[src/rtl/spgd_pkg.sv]
// Shared definitions for the SPGD perturbation sequencer: FSM state
// encoding and the saturating arithmetic helpers used on the data words.
// The helpers work on a wide container; callers sign-extend FP_WIDTH-bit
// operands into it and pass FP_WIDTH as the effective width.
package spgd_pkg;

  // Width of the helper container; FP_WIDTH must stay below this.
  localparam int SPGD_MAX_W = 128;

  typedef enum logic [2:0] {
    S_IDLE       = 3'd0,
    S_LATCH      = 3'd1,
    S_SETTLE_POS = 3'd2,
    S_MEAS_POS   = 3'd3,
    S_SETTLE_NEG = 3'd4,
    S_MEAS_NEG   = 3'd5,
    S_DONE       = 3'd6
  } state_t;

  // Two's-complement negate of a w-bit value; the most-negative w-bit value
  // has no positive counterpart and maps to the most-positive one instead.
  function automatic logic signed [SPGD_MAX_W-1:0] sat_neg(
    input logic signed [SPGD_MAX_W-1:0] x,
    input int                           w
  );
    logic signed [SPGD_MAX_W-1:0] hi;
    logic signed [SPGD_MAX_W-1:0] lo;
    hi = (SPGD_MAX_W'(1) << (w - 1)) - SPGD_MAX_W'(1);
    lo = ~hi;
    if (x == lo) return hi;
    return -x;
  endfunction

  // a - b for w-bit operands, evaluated one bit wider than the container so
  // it never wraps, then clamped to the signed w-bit range.
  function automatic logic signed [SPGD_MAX_W-1:0] sat_sub(
    input logic signed [SPGD_MAX_W-1:0] a,
    input logic signed [SPGD_MAX_W-1:0] b,
    input int                           w
  );
    logic signed [SPGD_MAX_W-1:0] hi;
    logic signed [SPGD_MAX_W:0]   hi_x;
    logic signed [SPGD_MAX_W:0]   lo_x;
    logic signed [SPGD_MAX_W:0]   d;
    hi   = (SPGD_MAX_W'(1) << (w - 1)) - SPGD_MAX_W'(1);
    hi_x = {1'b0, hi};
    lo_x = ~hi_x;
    d    = {a[SPGD_MAX_W-1], a} - {b[SPGD_MAX_W-1], b};
    if (d > hi_x) return hi_x[SPGD_MAX_W-1:0];
    if (d < lo_x) return lo_x[SPGD_MAX_W-1:0];
    return d[SPGD_MAX_W-1:0];
  endfunction

endpackage

[src/rtl/spgd_cycle_timer.sv]
// Loadable down-counter with a zero flag. Holds at zero once reached.
module spgd_cycle_timer #(
  parameter int CNT_W = 8
) (
  input  logic             clk,
  input  logic             rst,
  input  logic             load,
  input  logic [CNT_W-1:0] load_val,
  input  logic             dec,
  output logic             zero
);

  logic [CNT_W-1:0] count;

  // Load has priority over decrement; decrement stops at zero.
  always_ff @(posedge clk) begin
    if (rst) begin
      count <= '0;
    end else if (load) begin
      count <= load_val;
    end else if (dec && (count != '0)) begin
      count <= count - 1'b1;
    end
  end

  assign zero = (count == '0);

endmodule

[src/rtl/spgd_pert_seq.sv]
// SPGD perturbation sequencer: latches a PRNG perturbation pair, applies
// +pert and then -pert to the DAC with a settle period after each update,
// captures the cost metric in each phase and reports the saturated
// difference J(+) - J(-).
// Optional feature macro: SPGD_PERT_TIMEOUT_EN (metric-wait timeout + err).
module spgd_pert_seq
  import spgd_pkg::*;
#(
  parameter int FP_WIDTH       = 64,
  parameter int SETTLE_CYCLES  = 8,
  parameter int TIMEOUT_CYCLES = 1024
) (
  input  logic                clk,
  input  logic                rst,
  input  logic                start,
  input  logic                abort,
  input  logic [FP_WIDTH-1:0] sigma_in,
  output logic [FP_WIDTH-1:0] prng_sigma,
  input  logic [FP_WIDTH-1:0] pert_a_in,
  input  logic [FP_WIDTH-1:0] pert_b_in,
  input  logic [FP_WIDTH-1:0] metric_in,
  input  logic                metric_valid,
  output logic [FP_WIDTH-1:0] dac_a,
  output logic [FP_WIDTH-1:0] dac_b,
  output logic                dac_valid,
  output logic [FP_WIDTH-1:0] pert_a,
  output logic [FP_WIDTH-1:0] pert_b,
  output logic [FP_WIDTH-1:0] delta,
  output logic                done,
  output logic                busy,
  output logic                err
);

`ifdef SPGD_PERT_TIMEOUT_EN
  localparam int TO_W  = $clog2(TIMEOUT_CYCLES + 1);
  localparam int CNT_W = (TO_W > 8) ? TO_W : 8;
  localparam logic [CNT_W-1:0] TIMEOUT_LOAD = CNT_W'(TIMEOUT_CYCLES - 1);
`else
  localparam int CNT_W = 8;
`endif
  localparam logic [CNT_W-1:0] SETTLE_LOAD = CNT_W'(SETTLE_CYCLES - 1);

  function automatic logic signed [SPGD_MAX_W-1:0] sext(
    input logic signed [FP_WIDTH-1:0] x
  );
    return {{(SPGD_MAX_W-FP_WIDTH){x[FP_WIDTH-1]}}, x};
  endfunction

  state_t                     state;
  logic signed [FP_WIDTH-1:0] j_pos;
  logic                       tmr_load;
  logic                       tmr_dec;
  logic [CNT_W-1:0]           tmr_val;
  logic                       tmr_zero;

  logic signed [SPGD_MAX_W-1:0] neg_a_full;
  logic signed [SPGD_MAX_W-1:0] neg_b_full;
  logic signed [SPGD_MAX_W-1:0] delta_full;
  logic signed [FP_WIDTH-1:0]   neg_a;
  logic signed [FP_WIDTH-1:0]   neg_b;
  logic signed [FP_WIDTH-1:0]   delta_sat;
  logic                         unused_hi;

`ifdef SPGD_PERT_TIMEOUT_EN
  logic err_q;
  assign err = err_q;
`else
  assign err = 1'b0;
`endif

  assign busy = (state != S_IDLE);

  // Saturating negation of the latched pair and J(+) - J(-) against the live metric.
  always_comb begin
    neg_a_full = sat_neg(sext(pert_a), FP_WIDTH);
    neg_b_full = sat_neg(sext(pert_b), FP_WIDTH);
    delta_full = sat_sub(sext(j_pos), sext(metric_in), FP_WIDTH);
    neg_a      = neg_a_full[FP_WIDTH-1:0];
    neg_b      = neg_b_full[FP_WIDTH-1:0];
    delta_sat  = delta_full[FP_WIDTH-1:0];
  end

  // Upper container bits are sign copies after clamping and carry no information.
  assign unused_hi = ^{neg_a_full[SPGD_MAX_W-1:FP_WIDTH],
                       neg_b_full[SPGD_MAX_W-1:FP_WIDTH],
                       delta_full[SPGD_MAX_W-1:FP_WIDTH]};

  // Timer control: settle count loaded on entry to each settle state, and
  // (with the timeout feature) the metric-wait count loaded on entry to MEAS.
  always_comb begin
    tmr_load = 1'b0;
    tmr_dec  = 1'b0;
    tmr_val  = SETTLE_LOAD;
    case (state)
      S_LATCH: tmr_load = 1'b1;
      S_SETTLE_POS, S_SETTLE_NEG: begin
        if (tmr_zero) begin
`ifdef SPGD_PERT_TIMEOUT_EN
          tmr_load = 1'b1;
          tmr_val  = TIMEOUT_LOAD;
`endif
        end else begin
          tmr_dec = 1'b1;
        end
      end
      S_MEAS_POS: begin
        if (metric_valid) begin
          tmr_load = 1'b1;
        end else begin
`ifdef SPGD_PERT_TIMEOUT_EN
          tmr_dec = 1'b1;
`endif
        end
      end
      S_MEAS_NEG: begin
`ifdef SPGD_PERT_TIMEOUT_EN
        tmr_dec = ~metric_valid;
`endif
      end
      default: ;
    endcase
  end

  spgd_cycle_timer #(
    .CNT_W(CNT_W)
  ) u_timer (
    .clk     (clk),
    .rst     (rst),
    .load    (tmr_load),
    .load_val(tmr_val),
    .dec     (tmr_dec),
    .zero    (tmr_zero)
  );

  // Sequencer FSM and all registered outputs. dac_valid and done default low
  // so every set below is a single-cycle pulse.
  always_ff @(posedge clk) begin
    if (rst) begin
      state      <= S_IDLE;
      prng_sigma <= '0;
      pert_a     <= '0;
      pert_b     <= '0;
      dac_a      <= '0;
      dac_b      <= '0;
      dac_valid  <= 1'b0;
      delta      <= '0;
      done       <= 1'b0;
      j_pos      <= '0;
`ifdef SPGD_PERT_TIMEOUT_EN
      err_q      <= 1'b0;
`endif
    end else begin
      dac_valid <= 1'b0;
      done      <= 1'b0;
      if (abort && (state != S_IDLE)) begin
        state     <= S_IDLE;
        dac_a     <= '0;
        dac_b     <= '0;
        dac_valid <= 1'b1;
      end else begin
        case (state)
          S_IDLE: begin
            if (start && !abort) begin
              state      <= S_LATCH;
              prng_sigma <= sigma_in;
`ifdef SPGD_PERT_TIMEOUT_EN
              err_q      <= 1'b0;
`endif
            end
          end
          S_LATCH: begin
            state     <= S_SETTLE_POS;
            pert_a    <= pert_a_in;
            pert_b    <= pert_b_in;
            dac_a     <= pert_a_in;
            dac_b     <= pert_b_in;
            dac_valid <= 1'b1;
          end
          S_SETTLE_POS: if (tmr_zero) state <= S_MEAS_POS;
          S_MEAS_POS: begin
            if (metric_valid) begin
              state     <= S_SETTLE_NEG;
              j_pos     <= metric_in;
              dac_a     <= neg_a;
              dac_b     <= neg_b;
              dac_valid <= 1'b1;
            end
`ifdef SPGD_PERT_TIMEOUT_EN
            else if (tmr_zero) begin
              state     <= S_IDLE;
              err_q     <= 1'b1;
              dac_a     <= '0;
              dac_b     <= '0;
              dac_valid <= 1'b1;
            end
`endif
          end
          S_SETTLE_NEG: if (tmr_zero) state <= S_MEAS_NEG;
          S_MEAS_NEG: begin
            if (metric_valid) begin
              state <= S_DONE;
              delta <= delta_sat;
              done  <= 1'b1;
            end
`ifdef SPGD_PERT_TIMEOUT_EN
            else if (tmr_zero) begin
              state     <= S_IDLE;
              err_q     <= 1'b1;
              dac_a     <= '0;
              dac_b     <= '0;
              dac_valid <= 1'b1;
            end
`endif
          end
          S_DONE: begin
            state     <= S_IDLE;
            dac_a     <= '0;
            dac_b     <= '0;
            dac_valid <= 1'b1;
          end
          default: state <= S_IDLE;
        endcase
      end
    end
  end

endmodule

[config.mk]
export PLATFORM = sky130hd
export DESIGN_NAME = spgd_pert_seq
export DESIGN_NICKNAME = d
export VERILOG_FILES = /design/src/rtl/spgd_pkg.sv /design/src/rtl/spgd_cycle_timer.sv /design/src/rtl/spgd_pert_seq.sv
export SDC_FILE = /design/constraint.sdc
export NUM_CORES = 1
export LEC_CHECK = 0
export ABC_AREA = 1
export CELL_PAD_IN_SITES_DETAIL_PLACEMENT = 0
export CELL_PAD_IN_SITES_GLOBAL_PLACEMENT = 2
export CORE_AREA = 2 2 334 336
export DETAILED_ROUTE_END_ITERATION = 16
export DIE_AREA = 0 0 336 338
export GPL_TIMING_DRIVEN = 0
export PLACE_DENSITY_LB_ADDON = 0.25
export SETUP_SLACK_MARGIN = 0.3
export SLEW_MARGIN = 20
export SYNTH_ARGS = -nofsm -noshare
export SYNTH_HDL_FRONTEND = slang
export SYNTH_SLANG_ARGS = --single-unit
[constraint.sdc]
create_clock -name clk -period 3.1 [get_ports clk]
set_clock_uncertainty 0.1 [all_clocks]
set_input_delay 0.93 -clock clk [delete_from_list [all_inputs] [get_ports clk]]
set_output_delay 0.93 -clock clk [all_outputs]
set_load 0.01 [all_outputs]
== Yosys cells after proc, flatten, opt, wreduce, memory -nomap -nowiden ==
Cells that the tools add are included.

* Bits of input ports: 261
* Flip-flop bits (word level): 461

* Bitwise logic cells: 2
* Equality and inequality tests: 13
* $lt $le $gt $ge: 2
* Add/sub/neg operators: 4
* Muxes and demuxes: 31
* Reductions and logical operators: 21

{| class="wikitable"
|+ Operators by type and width
! cell !! number
|-
| $mux 64 || 10
|-
| $pmux 64 s3 || 2
|-
| $eq 64x64->1 const B || 2
|-
| $neg 64->64 || 2
|-
| $gt 65x64->1 const B || 1
|-
| $lt 65x64->1 const B || 1
|-
| $sub 64x64->65 || 1
|-
| $mux 3 || 7
|-
| $pmux 3 s6 || 1
|-
| $ne 2x2->1 const B || 5
|-
| $eq 3x3->1 const B || 3
|-
| $mux 1 || 9
|-
| $reduce_and 3->1 || 3
|-
| $logic_not 8->1 || 1
|-
| $reduce_bool 8->1 || 1
|-
| $reduce_or 2->1 || 4
|-
| $sub 8x1->8 const B || 1
|-
| $eq 3x2->1 const B || 2
|-
| $reduce_bool 3->1 || 2
|-
| $reduce_and 5->1 || 1
|-
| $pmux 1 s2 || 2
|-
| $reduce_and 2->1 || 2
|-
| $eq 3x1->1 const B || 1
|-
| $logic_and 1x1->1 || 3
|-
| other kinds (5) || 6
|}

== Depth between registers and ports, before layout ==
* Depth after elaboration: 6
* Gate-level depth with buffers: 20

== By module ==
Synthesis repeated with hierarchy kept, for this count alone.

* Cell total of the unflattened synthesis: 4072
* Area total of the unflattened synthesis: 26325.2 µm²

{| class="wikitable"
|+ Modules (own cells, without submodules)
! module !! sequential area each (µm²) !! cells each !! times used !! area an instance (µm²)
|-
| spgd_pert_seq || 9068.7 || 3968 || 1 || 25724.7
|-
| spgd_cycle_timer || 160.2 || 104 || 1 || 600.6
|}

== Worst setup path before layout ==
OpenSTA, ideal clock, no wires.

* Kind: input -> register
* Start: input port metric_in[0]
* End: register delta[10]
* Library setup time: 0.119 ns
* Data arrival time: 2.939 ns
* Slack: -0.058 ns
* Path buffers: 1
* Cell stages on the path: 17
* Required time: 2.881 ns
* Cell sequence: ha_1 fa_1 inv_1 nand3_1 nand2_1 nand2_1 nand2_1 nand2_1 nand2_1 nand2_1 nand2_1 nand2_1 nand3_1 nand2_1 a21oi_4 buf_6 a21oi_1

* Cells in the longest elaborated chain, start to end: 6
* Elaborated cells on any way between the ends: 9
* Those cells by class: 1 x add/sub; 2 x order compare; 6 x mux

{| class="wikitable"
|+ RTL lines
! item !! line !! text
|-
| start: declaration || spgd_pert_seq.sv:21 || <nowiki>input logic [FP_WIDTH-1:0] metric_in,</nowiki>
|-
| $sub 64x64->65 * || spgd_pkg.sv:48 || <nowiki>d = {a[SPGD_MAX_W-1], a} - {b[SPGD_MAX_W-1], b};</nowiki>
|-
| $lt 65x64->1 || spgd_pkg.sv:50 || <nowiki>if (d < lo_x) return lo_x[SPGD_MAX_W-1:0];</nowiki>
|-
| $mux 1 (2 in a row) || spgd_pkg.sv:50 ||
|-
| $mux 64 || spgd_pkg.sv:51 || <nowiki>return d[SPGD_MAX_W-1:0];</nowiki>
|-
| $mux 64 * || spgd_pkg.sv:50 ||
|-
| end signal: assignment || spgd_pert_seq.sv:202 || <nowiki>delta <= delta_sat;</nowiki>
|-
| end: declaration || spgd_pert_seq.sv:28 || <nowiki>output logic [FP_WIDTH-1:0] delta,</nowiki>
|}

Every way passes the cells marked *; elsewhere a longest branch is shown, timed or not. The select of a mux whose other input is x is not followed.
A chain may end at the register's enable or synchronous reset.

== Worst setup path after layout ==
* Start: input port metric_in[39]
* End: register delta[14]

Same word-level chain as after synthesis.

==> qor.yml <==
synthCells: 4035
rsz0062_at_grt: "true"
cpMostUsedCell: "nand2_2"
cts.clk_slew.worst_paths_ns: 0.06
detail-route-antenna-nets: 0
slew_viol_final: 0
rrSetupSlack_ns: 0.30
synth.cell_area_mm2: 0.0261
fin_ws_ns: 0.237
slew_headroom_pct: 42.4
dp_hpwl_um: 119000
cts_sinks: 461
cp_max_fo: 5
period_minus_slack_ns: 2.86
crit_buf_inv: 6
grt_pass1_wl_um: 213000
dp_slack_ns: -1.48
powerDensity_mw_per_mm2: 762
crit_path_end_kind: "flip-flop"
critPathKind: "in -> reg"
wire_per_inst_um: 23.0
synth_area_leaders: "dfxtp_1 35%, a21oi_1 12%, nand2_1 11%"
io_pins: 649
area_growth_pct: 58.9
fin_crit_sh_pct: 92.4
path_delay_family: "buffers and inverters"
dieArea_mm2: 0.114
yosys.area.top_type_share_pct: 35.3
hold_buffers: 0
die_w_um: 336
min_path_type: "reg -> reg"
grt-ovfl-total: 0
dp.cells: 6170
antenna_found_initial: 21
status: "finished, final reports clean"
cts-root-buf: "clkbuf_16"
synth_enable_flop_cells: 0
arrival_ns: 3.30
grt_max_degree: 17
clock_latency_ns: 0.70
maxCapViolCount: 0
ys_ff_latch: 461
cts-htree-levels: 2
drc_errors: 0
fin_nets: 5277
ir_drop_mv: 0.395
required_ns: 3.54
fin_cells: 6490
viasPerCell: 4.81
core_area_mm2: 0.110
finalWirelength_um: 150000
cts_tree: "built"
power_uw: 31600
worst_pin_slew_ns: 0.864
hold_violations: 0
initial_utilization_pct: 23.8
cp_cell_sequence: "dlygate4sd2_1 -> inv_2 -> ha_4 -> buf_6 -> nand2_2 -> nand2_2 -> a21oi_2 -> nand2_2 -> nand2_2 -> nand2_2 -> a21oi_4 -> nand2_4 -> nand2_2 -> nand2_2 -> a21oi_4 -> buf_12 -> buf_12 -> clkbuf_16 -> a21oi_2"
startpoint_type: "input pin"
yosys.area.top_type: "dfxtp_1"
syn-num-nets: 4365
cts_inserted_buffers: 60
synthFlopType: "dfxtp_1"
slowest_delay_ns: 0.24
synth_cell_types: 47
grtUsageTotal_pct: 25.3
cp_slowest_cell: "dlygate4sd2_1"
layout_common_cells: "551 x o21ai_0, 548 x nand2_1, 548 x clkdlybuf4s50_1"
drive_gt1_share_pct: 19.2
rows: 122
mostFrequentLayoutCell: "o21ai_0"
nFillCells: 12000
yosysSeqAreaShare_pct: 35.3
first_global_vias: 30700
synthArstFlopShare_pct: 0
port_buffers: 647
dieHeight_um: 338
dr.pass1.iters: 5
p_leak_uw: 0.0180
yosysWarnings: 0
timing.fmax_ghz: 0.349
drt-initial-drc-count: 1869
clock_path_buffers: 3
syn_avg_cell_area_um2: 6.48
gp_congestion: 0.934
route.vias.total: 31200
finalSetupViolCount: 0
## timing repair
item	4_1_cts	5_1_grt
cloned	4	5
buffers inserted	133	61
setup endpoints to repair	518	499
endpoints found under the hold margin	0	0
pin swaps	146	176
resized for setup	550	448
## cell type report
type	instances	area, um2	area share (%)
clock inverters	29	413	0.994
diodes	8	20.0	0.0482
multi-input cells	2937	17300	41.6
clock buffers	80	1690	4.06
flip-flops and latches	461	9250	22.3
well taps	1488	1860	4.48
repair buffers	849	8360	20.1
inverters	445	1690	4.06
plain buffers	193	996	2.40
## registers in the layout (all words and copies together), names as in the netlist
| signal | flops |
|---|---|
| dac_a | 64 |
| dac_b | 64 |
| dac_valid | 1 |
| delta | 64 |
| done | 1 |
| j_pos | 64 |
| pert_a | 64 |
| pert_b | 64 |
| prng_sigma | 64 |
| state | 3 |
| u_timer.count | 8 |
## cell usage after synthesis (all sizes together), types with 18 or more instances
library cell  count
ha               68
dfxtp           461
buf              22
o21bai           18
nand3           174
nand2           752
xor2             94
nor3             55
nor2            474
inv             444
nand4            52
o21ai           559
clkbuf          171
nor4             22
a21oi           605
## tightest hold or removal path, cell delays in order, from the launching register on
cell and delay [ns]:
dfxtp_1 0.32, nand2_1 0.06, a21oi_1 0.05
## report_power, final
part           internal [uW]  total (uW)  leakage (uW)  switching [uW]
clock                   4490        7590       0.00102            3100
sequential              7130        8200       0.00376            1060
combinational           5700       15900        0.0132           10200
total                  17300       31600        0.0180           14300
## worst paths after layout
kind,endpoint,start,cells after the start
setup / recovery,delta[14]$_SDFFE_PP0P_,metric_in[39],19
setup reg to reg,delta[14]$_SDFFE_PP0P_,j_pos[0]$_SDFFE_PP0P_,20
hold / removal,delta[63]$_SDFFE_PP0P_,delta[63]$_SDFFE_PP0P_,2
hold reg to reg,delta[63]$_SDFFE_PP0P_,delta[63]$_SDFFE_PP0P_,2
## logic make-up after synthesis
kind of cell,share of synthesized area [%]
and+or+nand+nor,24.9
AOI/OAI and AO/OA,23.5
buffers and inverters,9.42
DFF,35.3
xor gates and xnor gates,3.48
adders and majority gates,3.33
other,0.0143
## stage by stage
stage	TNS, ns	util [%]	hold WS [ns]	cell area, um2
6_report	0	37.7	0.378	41500
5_1_grt	0	37.7	0.403	41500
4_1_cts	0	36.0	0.384	39700
3_5_place_dp	-391.78	31.4	0.370	34500
3_3_place_gp	-473.21	31.4	0.356	34500
2_1_floorplan	0	-	0.360	26200
## per-layer routing
layer	track usage, %	vias up	wire length [um]
li1	-	15200	-
met1	33.1	14900	66400
met2	41.7	952	68500
met3	5.96	166	10800
met4	6.61	16	3810
met5	0	-	106
(Power assumes the default switching activity.)
